--- src/rtl/megaphone_sprite_fetch_pkg.sv ---
//------------------------------------------------------------------------------
// Module : megaphone_pkg
// Brief  : Shared types and constants for the megaphone sprite/palette path.
// Rev    : 1.0  initial release
//------------------------------------------------------------------------------
`default_nettype none

package megaphone_pkg;

    typedef enum logic [1:0] {
        MP_IDLE     = 2'd0,
        MP_FIRING   = 2'd1,
        MP_COOLDOWN = 2'd2
    } mp_state_t;

    localparam int          PAL_W           = 3;
    localparam logic [2:0]  PAL_TRANSPARENT = 3'd0;
    localparam int          COORD_W         = 10;
    localparam int          SCREEN_W        = 640;
    localparam int          SCREEN_H        = 480;

endpackage

`default_nettype wire

--- src/rtl/megaphone_sprite_fetch_if.sv ---
//------------------------------------------------------------------------------
// Module : megaphone_sprite_fetch_if
// Brief  : Raster, sprite-control and ROM signals of the sprite fetch stage.
// Rev    : 1.0  initial release
//------------------------------------------------------------------------------
`default_nettype none

interface megaphone_sprite_fetch_if
    import megaphone_pkg::*;
#(
    parameter int ADDR_W = 11
);
    logic                frame_start;
    logic [COORD_W-1:0]  pos_x;
    logic [COORD_W-1:0]  pos_y;
    logic                facing_left;
    logic                fire_req;
    logic [COORD_W-1:0]  DrawX;
    logic [COORD_W-1:0]  DrawY;
    logic                pix_valid;
    logic [ADDR_W-1:0]   rom_addr;
    logic [PAL_W-1:0]    rom_data;
    logic [PAL_W-1:0]    select_output;
    logic                sprite_on;
    logic                fire_active;

    modport master (
        output frame_start, pos_x, pos_y, facing_left, fire_req,
        output DrawX, DrawY, pix_valid, rom_data,
        input  rom_addr, select_output, sprite_on, fire_active
    );

    modport slave (
        input  frame_start, pos_x, pos_y, facing_left, fire_req,
        input  DrawX, DrawY, pix_valid, rom_data,
        output rom_addr, select_output, sprite_on, fire_active
    );
endinterface

`default_nettype wire

--- src/rtl/megaphone_fire_fsm.sv ---
//------------------------------------------------------------------------------
// Module : megaphone_fire_fsm
// Brief  : Frame-stepped fire animation FSM: pending request, blast, cooldown.
// Rev    : 1.0  initial release
//------------------------------------------------------------------------------
`default_nettype none

module megaphone_fire_fsm
    import megaphone_pkg::*;
#(
    parameter int FIRE_FRAMES     = 8,
    parameter int COOLDOWN_FRAMES = 16
) (
    input  wire logic Clk,
    input  wire logic Reset_n,
    input  wire logic i_frame_start,
    input  wire logic i_fire_req,
    output logic      o_fire_active,
    output logic      o_anim
);
    localparam int c_MAX_FRAMES = (FIRE_FRAMES > COOLDOWN_FRAMES) ? FIRE_FRAMES : COOLDOWN_FRAMES;
    localparam int c_CNT_W      = (c_MAX_FRAMES > 1) ? $clog2(c_MAX_FRAMES) : 1;

    mp_state_t           r_state;
    logic [c_CNT_W-1:0]  r_cnt;
    logic                r_pending;
    logic                r_fire_active;
    logic                r_anim;

    always_ff @(posedge Clk) begin
        if (!Reset_n) begin
            r_state       <= MP_IDLE;
            r_cnt         <= '0;
            r_pending     <= 1'b0;
            r_fire_active <= 1'b0;
            r_anim        <= 1'b0;
        end else begin
            case (r_state)
                MP_IDLE: begin
                    // A request arriving on the frame_start cycle itself fires immediately.
                    if (i_frame_start && (r_pending || i_fire_req)) begin
                        r_state       <= MP_FIRING;
                        r_cnt         <= c_CNT_W'(FIRE_FRAMES - 1);
                        r_pending     <= 1'b0;
                        r_fire_active <= 1'b1;
                        r_anim        <= 1'b1;
                    end else if (i_fire_req) begin
                        r_pending <= 1'b1;
                    end
                end
                MP_FIRING: begin
                    if (i_frame_start) begin
                        if (r_cnt == '0) begin
                            r_state       <= MP_COOLDOWN;
                            r_cnt         <= c_CNT_W'(COOLDOWN_FRAMES - 1);
                            r_fire_active <= 1'b0;
                            r_anim        <= 1'b0;
                        end else begin
                            r_cnt <= r_cnt - 1'b1;
                        end
                    end
                end
                MP_COOLDOWN: begin
                    if (i_frame_start) begin
                        if (r_cnt == '0) begin
                            r_state <= MP_IDLE;
                        end else begin
                            r_cnt <= r_cnt - 1'b1;
                        end
                    end
                end
                default: begin
                    r_state       <= MP_IDLE;
                    r_fire_active <= 1'b0;
                    r_anim        <= 1'b0;
                end
            endcase
        end
    end

    assign o_fire_active = r_fire_active;
    assign o_anim        = r_anim;
endmodule

`default_nettype wire

--- src/rtl/megaphone_sprite_fetch.sv ---
//------------------------------------------------------------------------------
// Module : megaphone_sprite_fetch
// Brief  : Sprite hit test, ROM addressing with flip, 3-cycle palette pipeline.
// Rev    : 1.0  initial release
//------------------------------------------------------------------------------
`default_nettype none

module megaphone_sprite_fetch
    import megaphone_pkg::*;
#(
    parameter int SPR_W           = 32,
    parameter int SPR_H           = 32,
    parameter int FIRE_FRAMES     = 8,
    parameter int COOLDOWN_FRAMES = 16,
    parameter int ADDR_W          = 11
) (
    input  wire logic                 Clk,
    input  wire logic                 Reset_n,
    megaphone_sprite_fetch_if.slave   bus
);
    localparam int c_XW = $clog2(SPR_W);
    localparam int c_YW = $clog2(SPR_H);

    logic [COORD_W-1:0] r_sh_x;
    logic [COORD_W-1:0] r_sh_y;
    logic               r_sh_face;
    logic               w_anim;
    logic               w_fire_active;

    logic [COORD_W:0]   w_dx;
    logic [COORD_W:0]   w_dy;
    logic               w_hit;
    logic [c_XW-1:0]    w_col;
    logic [ADDR_W-1:0]  w_addr;

    logic [ADDR_W-1:0]  r_rom_addr;
    logic               r_s1;
    logic               r_s2;
    logic [PAL_W-1:0]   r_sel;
    logic               r_sprite_on;

    megaphone_fire_fsm #(
        .FIRE_FRAMES     (FIRE_FRAMES),
        .COOLDOWN_FRAMES (COOLDOWN_FRAMES)
    ) u_fire_fsm (
        .Clk           (Clk),
        .Reset_n       (Reset_n),
        .i_frame_start (bus.frame_start),
        .i_fire_req    (bus.fire_req),
        .o_fire_active (w_fire_active),
        .o_anim        (w_anim)
    );

    // Position/facing only change at frame boundaries so the sprite never tears.
    always_ff @(posedge Clk) begin
        if (!Reset_n) begin
            r_sh_x    <= '0;
            r_sh_y    <= '0;
            r_sh_face <= 1'b0;
        end else if (bus.frame_start) begin
            r_sh_x    <= bus.pos_x;
            r_sh_y    <= bus.pos_y;
            r_sh_face <= bus.facing_left;
        end
    end

    // Left of / above the sprite wraps to a large unsigned value and fails the compare.
    always_comb begin
        w_dx   = {1'b0, bus.DrawX} - {1'b0, r_sh_x};
        w_dy   = {1'b0, bus.DrawY} - {1'b0, r_sh_y};
        w_hit  = bus.pix_valid && (w_dx < (COORD_W+1)'(SPR_W)) && (w_dy < (COORD_W+1)'(SPR_H));
        w_col  = r_sh_face ? (c_XW'(SPR_W - 1) - w_dx[c_XW-1:0]) : w_dx[c_XW-1:0];
        w_addr = ADDR_W'({w_anim, w_dy[c_YW-1:0], w_col});
    end

    always_ff @(posedge Clk) begin
        if (!Reset_n) begin
            r_rom_addr  <= '0;
            r_s1        <= 1'b0;
            r_s2        <= 1'b0;
            r_sel       <= PAL_TRANSPARENT;
            r_sprite_on <= 1'b0;
        end else begin
            if (w_hit) begin
                r_rom_addr <= w_addr;
            end
            r_s1        <= w_hit;
            r_s2        <= r_s1;
            r_sel       <= r_s2 ? bus.rom_data : PAL_TRANSPARENT;
            r_sprite_on <= r_s2 && (bus.rom_data != PAL_TRANSPARENT);
        end
    end

    assign bus.rom_addr      = r_rom_addr;
    assign bus.select_output = r_sel;
    assign bus.sprite_on     = r_sprite_on;
    assign bus.fire_active   = w_fire_active;
endmodule

`default_nettype wire

--- src/flat_wrapper.sv ---
// flat-port wrapper written by rule: the top's interface ports become plain ports
module megaphone_sprite_fetch_flat import megaphone_pkg::*;
#(
    parameter int SPR_W           = 32,
    parameter int SPR_H           = 32,
    parameter int FIRE_FRAMES     = 8,
    parameter int COOLDOWN_FRAMES = 16,
    parameter int ADDR_W          = 11
)
  (Clk, Reset_n, bus_frame_start, bus_pos_x, bus_pos_y, bus_facing_left, bus_fire_req, bus_DrawX, bus_DrawY, bus_pix_valid, bus_rom_data, bus_rom_addr, bus_select_output, bus_sprite_on, bus_fire_active);
  megaphone_sprite_fetch_if #(.ADDR_W(ADDR_W)) bus_i ();
  input  wire logic Clk;
  input  wire logic Reset_n;
  input wire logic [$bits(bus_i.frame_start)-1:0] bus_frame_start;
  input wire logic [$bits(bus_i.pos_x)-1:0] bus_pos_x;
  input wire logic [$bits(bus_i.pos_y)-1:0] bus_pos_y;
  input wire logic [$bits(bus_i.facing_left)-1:0] bus_facing_left;
  input wire logic [$bits(bus_i.fire_req)-1:0] bus_fire_req;
  input wire logic [$bits(bus_i.DrawX)-1:0] bus_DrawX;
  input wire logic [$bits(bus_i.DrawY)-1:0] bus_DrawY;
  input wire logic [$bits(bus_i.pix_valid)-1:0] bus_pix_valid;
  input wire logic [$bits(bus_i.rom_data)-1:0] bus_rom_data;
  output wire logic [$bits(bus_i.rom_addr)-1:0] bus_rom_addr;
  output wire logic [$bits(bus_i.select_output)-1:0] bus_select_output;
  output wire logic [$bits(bus_i.sprite_on)-1:0] bus_sprite_on;
  output wire logic [$bits(bus_i.fire_active)-1:0] bus_fire_active;
  assign bus_i.frame_start = bus_frame_start;
  assign bus_i.pos_x = bus_pos_x;
  assign bus_i.pos_y = bus_pos_y;
  assign bus_i.facing_left = bus_facing_left;
  assign bus_i.fire_req = bus_fire_req;
  assign bus_i.DrawX = bus_DrawX;
  assign bus_i.DrawY = bus_DrawY;
  assign bus_i.pix_valid = bus_pix_valid;
  assign bus_i.rom_data = bus_rom_data;
  assign bus_rom_addr = bus_i.rom_addr;
  assign bus_select_output = bus_i.select_output;
  assign bus_sprite_on = bus_i.sprite_on;
  assign bus_fire_active = bus_i.fire_active;
  megaphone_sprite_fetch #(.SPR_W(SPR_W), .SPR_H(SPR_H), .FIRE_FRAMES(FIRE_FRAMES), .COOLDOWN_FRAMES(COOLDOWN_FRAMES), .ADDR_W(ADDR_W)) u_core (.Clk(Clk), .Reset_n(Reset_n), .bus(bus_i));
endmodule
--- config.mk ---
export PLATFORM = sky130hd
export DESIGN_NAME = megaphone_sprite_fetch_flat
export DESIGN_NICKNAME = d
export VERILOG_FILES = /design/src/rtl/megaphone_sprite_fetch_pkg.sv /design/src/rtl/megaphone_sprite_fetch_if.sv /design/src/rtl/megaphone_fire_fsm.sv /design/src/rtl/megaphone_sprite_fetch.sv /design/src/flat_wrapper.sv
export SDC_FILE = /design/constraint.sdc
export NUM_CORES = 1
export LEC_CHECK = 0
export CAP_MARGIN = 10
export CORE_MARGIN = 3
export CORE_UTILIZATION = 48
export CTS_BUF_LIST = sky130_fd_sc_hd__clkbuf_8
export CTS_CLUSTER_DIAMETER = 60
export CTS_CLUSTER_SIZE = 20
export DETAILED_ROUTE_END_ITERATION = 12
export HOLD_SLACK_MARGIN = 0.03
export PLACE_DENSITY = 0.76
export SLEW_MARGIN = 20
export SYNTH_ARGS = -nofsm -noshare
export SYNTH_HDL_FRONTEND = slang
export SYNTH_SLANG_ARGS = --single-unit
--- constraint.sdc ---
create_clock -name Clk -period 2.85 [get_ports Clk]
set_input_delay 0.4275 -clock Clk [delete_from_list [all_inputs] [get_ports Clk]]
set_output_delay 0.4275 -clock Clk [all_outputs]
set_load 0.01 [all_outputs]
* Word-level counts from Yosys, hierarchy flattened *
Cells that the tools add are included.

operators by class
  muxes and demuxes = 19
  equality and inequality tests = 8
  bitwise logic cells = 1
  $add $sub $neg = 4
  magnitude comparators = 2
  reduce and logical (&&, ||, !) cells = 15

operators by type and width
  operator             count
  $lt 11x6->1 const B  2
  $sub 10x10->11       2
  $mux 4               5
  $ne 2x2->1 const B   6
  $pmux 4 s3           1
  $mux 2               5
  $reduce_and 5->1     2
  $pmux 2 s3           1
  $reduce_bool 3->1    2
  $mux 1               5
  $mux 5               1
  $sub 5x5->5 const A  1
  $logic_and 1x1->1    4
  $logic_not 4->1      1
  $reduce_and 2->1     2
  $reduce_and 4->1     1
  $sub 4x1->4 const B  1
  $pmux 1 s3           1
  $eq 2x1->1 const B   1
  $eq 2x2->1 const B   1
  $logic_not 2->1      1
  $reduce_bool 2->1    1
  $logic_or 1x1->1     1
  $not 1->1            1

storage, ports and cells
  output and inout bits = 16
  logic and storage cells = 61
  flip-flop bits (word level) = 46

* Longest topological paths before layout *
  word-level depth = 4
  depth in mapped cells = 12

* By module *
Synthesis repeated with hierarchy kept, for this count alone.

second synthesis, totals
  cell total of the unflattened synthesis = 373
  area total of the unflattened synthesis = 3,173.0 um^2

by module, submodules not included
  module                  cells each  area an instance (um^2)  instances
  megaphone_sprite_fetch  304         2,607.5                  1
  megaphone_fire_fsm      69          565.5                    1

* Worst setup path after synthesis *
OpenSTA, ideal clock, no wires.

  path type = input -> register
  start = in bus_DrawX[0]
  end = reg u_core.r_rom_addr[0], in the netlist u_core.bus.rom_addr[0]
  library setup time = 0.120 ns
  data arrival time = 2.624 ns
  buffers on the path = 1
  path slack = 0.107 ns
  stages = 12
  data required time = 2.730 ns
  path through = inv_1 > ha_1 > fa_1 > nand2b_1 > a21oi_1 > o21ai_1 > a211oi_1 > or2_2 > xor2_1 > or4_4 > buf_6 > mux2i_1

on the way
  longest elaborated chain between the ends = 4
  elaborated cells between the ends (all ways) = 6
  classes of those cells = 2 x add/sub; 1 x order compare; 1 x mux; 2 x reduce/logical

ends and longest elaborated chain
  element                          line                          text
  start, declared                  flat_wrapper.sv:19            input wire logic [$bits(bus_i.DrawX)-1:0] bus_DrawX;
  $sub 10x10->11 (*)               megaphone_sprite_fetch.sv:69  w_dx = {1'b0, bus.DrawX} - {1'b0, r_sh_x};
  $lt 11x6->1                      megaphone_sprite_fetch.sv:71  w_hit = bus.pix_valid && (w_dx < (COORD_W+1)'(SPR_W)) && (w_dy < (COORD_W+1)'(SPR_H));
  $logic_and 1x1->1 (2 in series)  megaphone_sprite_fetch.sv:71
  end signal, assigned             megaphone_sprite_fetch.sv:85  r_rom_addr <= w_addr;
  end, declared                    megaphone_sprite_fetch.sv:36  logic [ADDR_W-1:0] r_rom_addr;

Mark *: on every way between the ends. The rest lies on a longest branch, timed or not.
A chain may end at the register's enable or synchronous reset.

* Worst setup path in the final report *
  start = reg u_core.r_sh_y[1]
  end = reg u_core.r_rom_addr[5], in the netlist u_core.bus.rom_addr[5]

on the way
  longest elaborated chain between the ends = 3

ends and longest elaborated chain
  element                 line                          text
  start, declared         megaphone_sprite_fetch.sv:25  logic [COORD_W-1:0] r_sh_y;
  start signal, assigned  megaphone_sprite_fetch.sv:62  r_sh_y <= bus.pos_y;
  $sub 10x10->11          megaphone_sprite_fetch.sv:70  w_dy = {1'b0, bus.DrawY} - {1'b0, r_sh_y};
  $lt 11x6->1             megaphone_sprite_fetch.sv:71
  $logic_and 1x1->1       megaphone_sprite_fetch.sv:71

Every way passes these cells.

==> impl_metrics.tcl <==
set metrics [dict create \
    status "complete, no violations" \
    ios 65 \
    power.total_uw 2240 \
    yosysTopAreaCell "dfxtp_1" \
    vias 3151 \
    wire_per_inst_um 14.6 \
    area_growth_pct 46.7 \
    fin_crit_sh 0.983 \
    dp_hpwl_mm 6.31 \
    cap_violations 0 \
    relSlewSlack 0.717 \
    rsz0062_at_grt "true" \
    critPathCaptureType "register" \
    tightest_slew_ps 425 \
    grt_pass1_wl_mm 13.7 \
    netlist_area_sq_um 3210 \
    p_leak_uw 0.00209 \
    synth-seq-cells 46 \
    synth_top_flop_cell "dfxtp_1" \
    pre_cts_ws_ps -476 \
    ir_worst_vdd_mv 0.264 \
    synthArstFlopShare 0 \
    netlist_instances 384 \
    start_util 0.499 \
    gp_congestion 0.895 \
    insertion_delay_ps 310 \
    cp-start-kind "register" \
    grt.total_usage 0.221 \
    crit_type "reg2reg" \
    grt_pass1_vias 3195 \
    synthTopCellsByCount "dfxtp_1 (46), mux2i_1 (36), nand2_1 (35)" \
    yosysMostFrequentCell "dfxtp_1" \
    syn_area_per_cell_sq_um 8.35 \
    fin_crit_ps 2800 \
    wirelength_mm 8.47 \
    synth-edff-count 0 \
    clk_pin_slew_ps 90 \
    hold_path.class "reg2reg" \
    grt_max_degree 50 \
    slew_viol_final 0 \
    grt_remaining_overflow 0 \
    h-tree-depth 2 \
    num_rows 29 \
    nets 580 \
    antenna_found_initial 0 \
    drive_gt1_frac 0.216 \
    cts_root_buf "clkbuf_8" \
    cp_slowest_cell "or4_4" \
    hold_violations 0 \
    cts_hold_buf 0 \
    final_util 0.733 \
    startpoint "u_core.r_sh_y[1]" \
    drt_iter0_markers 109 \
    core-area_sq_um 6420 \
    fin_setup_tns_ps 0 \
    ctsLongestPathBuffers 2 \
    syn_nets 461 \
    synth_area_leaders "dfxtp_1 (29%), mux2i_1 (11%), ha_1 (10%)" \
    cts-buffers-inserted 5 \
    timing.rr.start "u_core.r_sh_y[1]" \
    antenna_left 0 \
    vias_per_cell 5.42 \
    synth_cell_types 57 \
    path_cells "inv_2, ha_4, nor2b_4, o31a_1, or3_4, o21a_1, nor2_1, nand4_1, or4_4, mux2i_1" \
    cp.arrival_ps 3010 \
    crit_required_ps 3060 \
    worstHoldStart "u_core.r_s1" \
    first_pass_iters 4 \
    die_h_um 87.7 \
    fin_skew_ps 2.65 \
    critPathMaxFanout 6 \
    placed_area_sq_um 4310 \
    ys.warnings.count 0 \
    drc_errors 0 \
    dieArea_sq_um 7700 \
    portBuffers 64 \
    diodes 0 \
    finalSetupViolations 0 \
    clock_sinks 46 \
    fill_cells 520 \
    synth_top_area_frac 0.287 \
    finalInstanceArea_sq_um 4700 \
    tritoncts "done" \
    pwr_density_cell_nw_per_um2 477 \
    synth-seq-area-share 0.287 \
    setup_slack_ps 49.3 \
    die_w_um 87.7 \
    max_freq_mhz 357 \
    slowest_delay_ps 650 \
]
power breakdown:
| part | switching, uW | internal (uW) |
|---|---|---|
| Sequential | 51.6 | 704 |
| Combinational | 472 | 503 |
| Clock | 249 | 263 |
critical path: cells and delay by family, from the launching register on:
family          cells  cell delay, ps
simple gates        5            1420
compound gates      2             490
flops               1             370
fa+ha+maj           1             210
mux                 1             150
buf+inv             1              50
worst paths after layout:
kind | to | slack [ps] | cells past startpoint
worst max-delay path | u_core.bus.rom_addr[5] | 50 | 10
worst max register to register | u_core.bus.rom_addr[5] | 50 | 10
worst min register to register | u_core.r_s2 | 460 | 1
worst min-delay path | u_core.r_s2 | 460 | 1
through the flow:
stage	cells	hold WS, ps
floorplan	384	412
global placement	568	435
detailed placement	568	438
CTS	577	457
global route	581	476
finish	581	458
routing by layer:
layer / up-vias / part of all wire / GRT usage
li1: 1582 / - / -
met1: 1472 / 0.44 / 0.266
met2: 83 / 0.49 / 0.391
met3: 14 / 0.047 / 0.0405
met4: 0 / 0.021 / 0.0837
met5: - / 0 / 0
logic make-up (layout without fill, tap and decap cells):
| group | Yosys count | in the layout | share of synthesized area |
|---|---|---|---|
| adders and majority gates | 28 | 28 | 0.114 |
| and+or+nand+nor | 150 | 151 | 0.256 |
| muxes | 36 | 36 | 0.112 |
| xor gates and xnor gates | 10 | 10 | 0.0273 |
| buffers and inverters | 44 | 163 | 0.0554 |
| DFF | 46 | 46 | 0.287 |
| AOI/OAI and AO/OA | 70 | 70 | 0.147 |
final cells by class:
class	count	area, sq um	share of cell area
inverters	29	109	0.0231
multi-input cells	295	2340	0.498
clock inverters	3	43.8	0.00931
well taps	77	96.3	0.0205
repair buffers	126	1120	0.238
clock buffers	5	68.8	0.0146
flip-flops and latches	46	923	0.196
cells in the final DEF (no fill, tap or decap), types with 3 or more instances in the layout:
cell type / instances
nor3_1: 5
ha_4: 8
nand4_1: 3
o2111ai_1: 3
nand3_1: 5
clkdlybuf4s50_1: 56
a21oi_1: 9
inv_1: 28
dfxtp_1: 44
o21a_1: 6
and3_1: 4
ha_1: 16
a21oi_2: 4
nand2_1: 35
nand2b_1: 8
dlymetal6s2s_1: 6
o21ai_0: 16
clkbuf_8: 5
xnor2_1: 8
nor4_1: 3
nand3b_1: 5
mux2i_1: 36
nor2_1: 29
o21ai_1: 3
nor2b_1: 28
buf_4: 62
and2_1: 3
flip-flops by register name (all words and copies together) (netlist names):
signal and count:
u_core.r_sh_x 10, u_core.r_sh_face 1, u_core.u_fire_fsm.r_pending 1, u_core.bus.sprite_on 1
u_core.u_fire_fsm.r_cnt 4, u_core.bus.select_output 3, u_core.r_s2 1, u_core.u_fire_fsm.o_anim 1
u_core.r_sh_y 10, u_core.r_s1 1, u_core.u_fire_fsm.r_state 2, u_core.bus.rom_addr 11
timing repair:
item	in CTS	in global routing
setup buffers	0	4
gates resized for setup	16	31
pin swaps	10	19
hold endpoints to repair	0	0
setup endpoints to repair	11	11
cloned	1	0
Power figures use the tool's default switching activity.
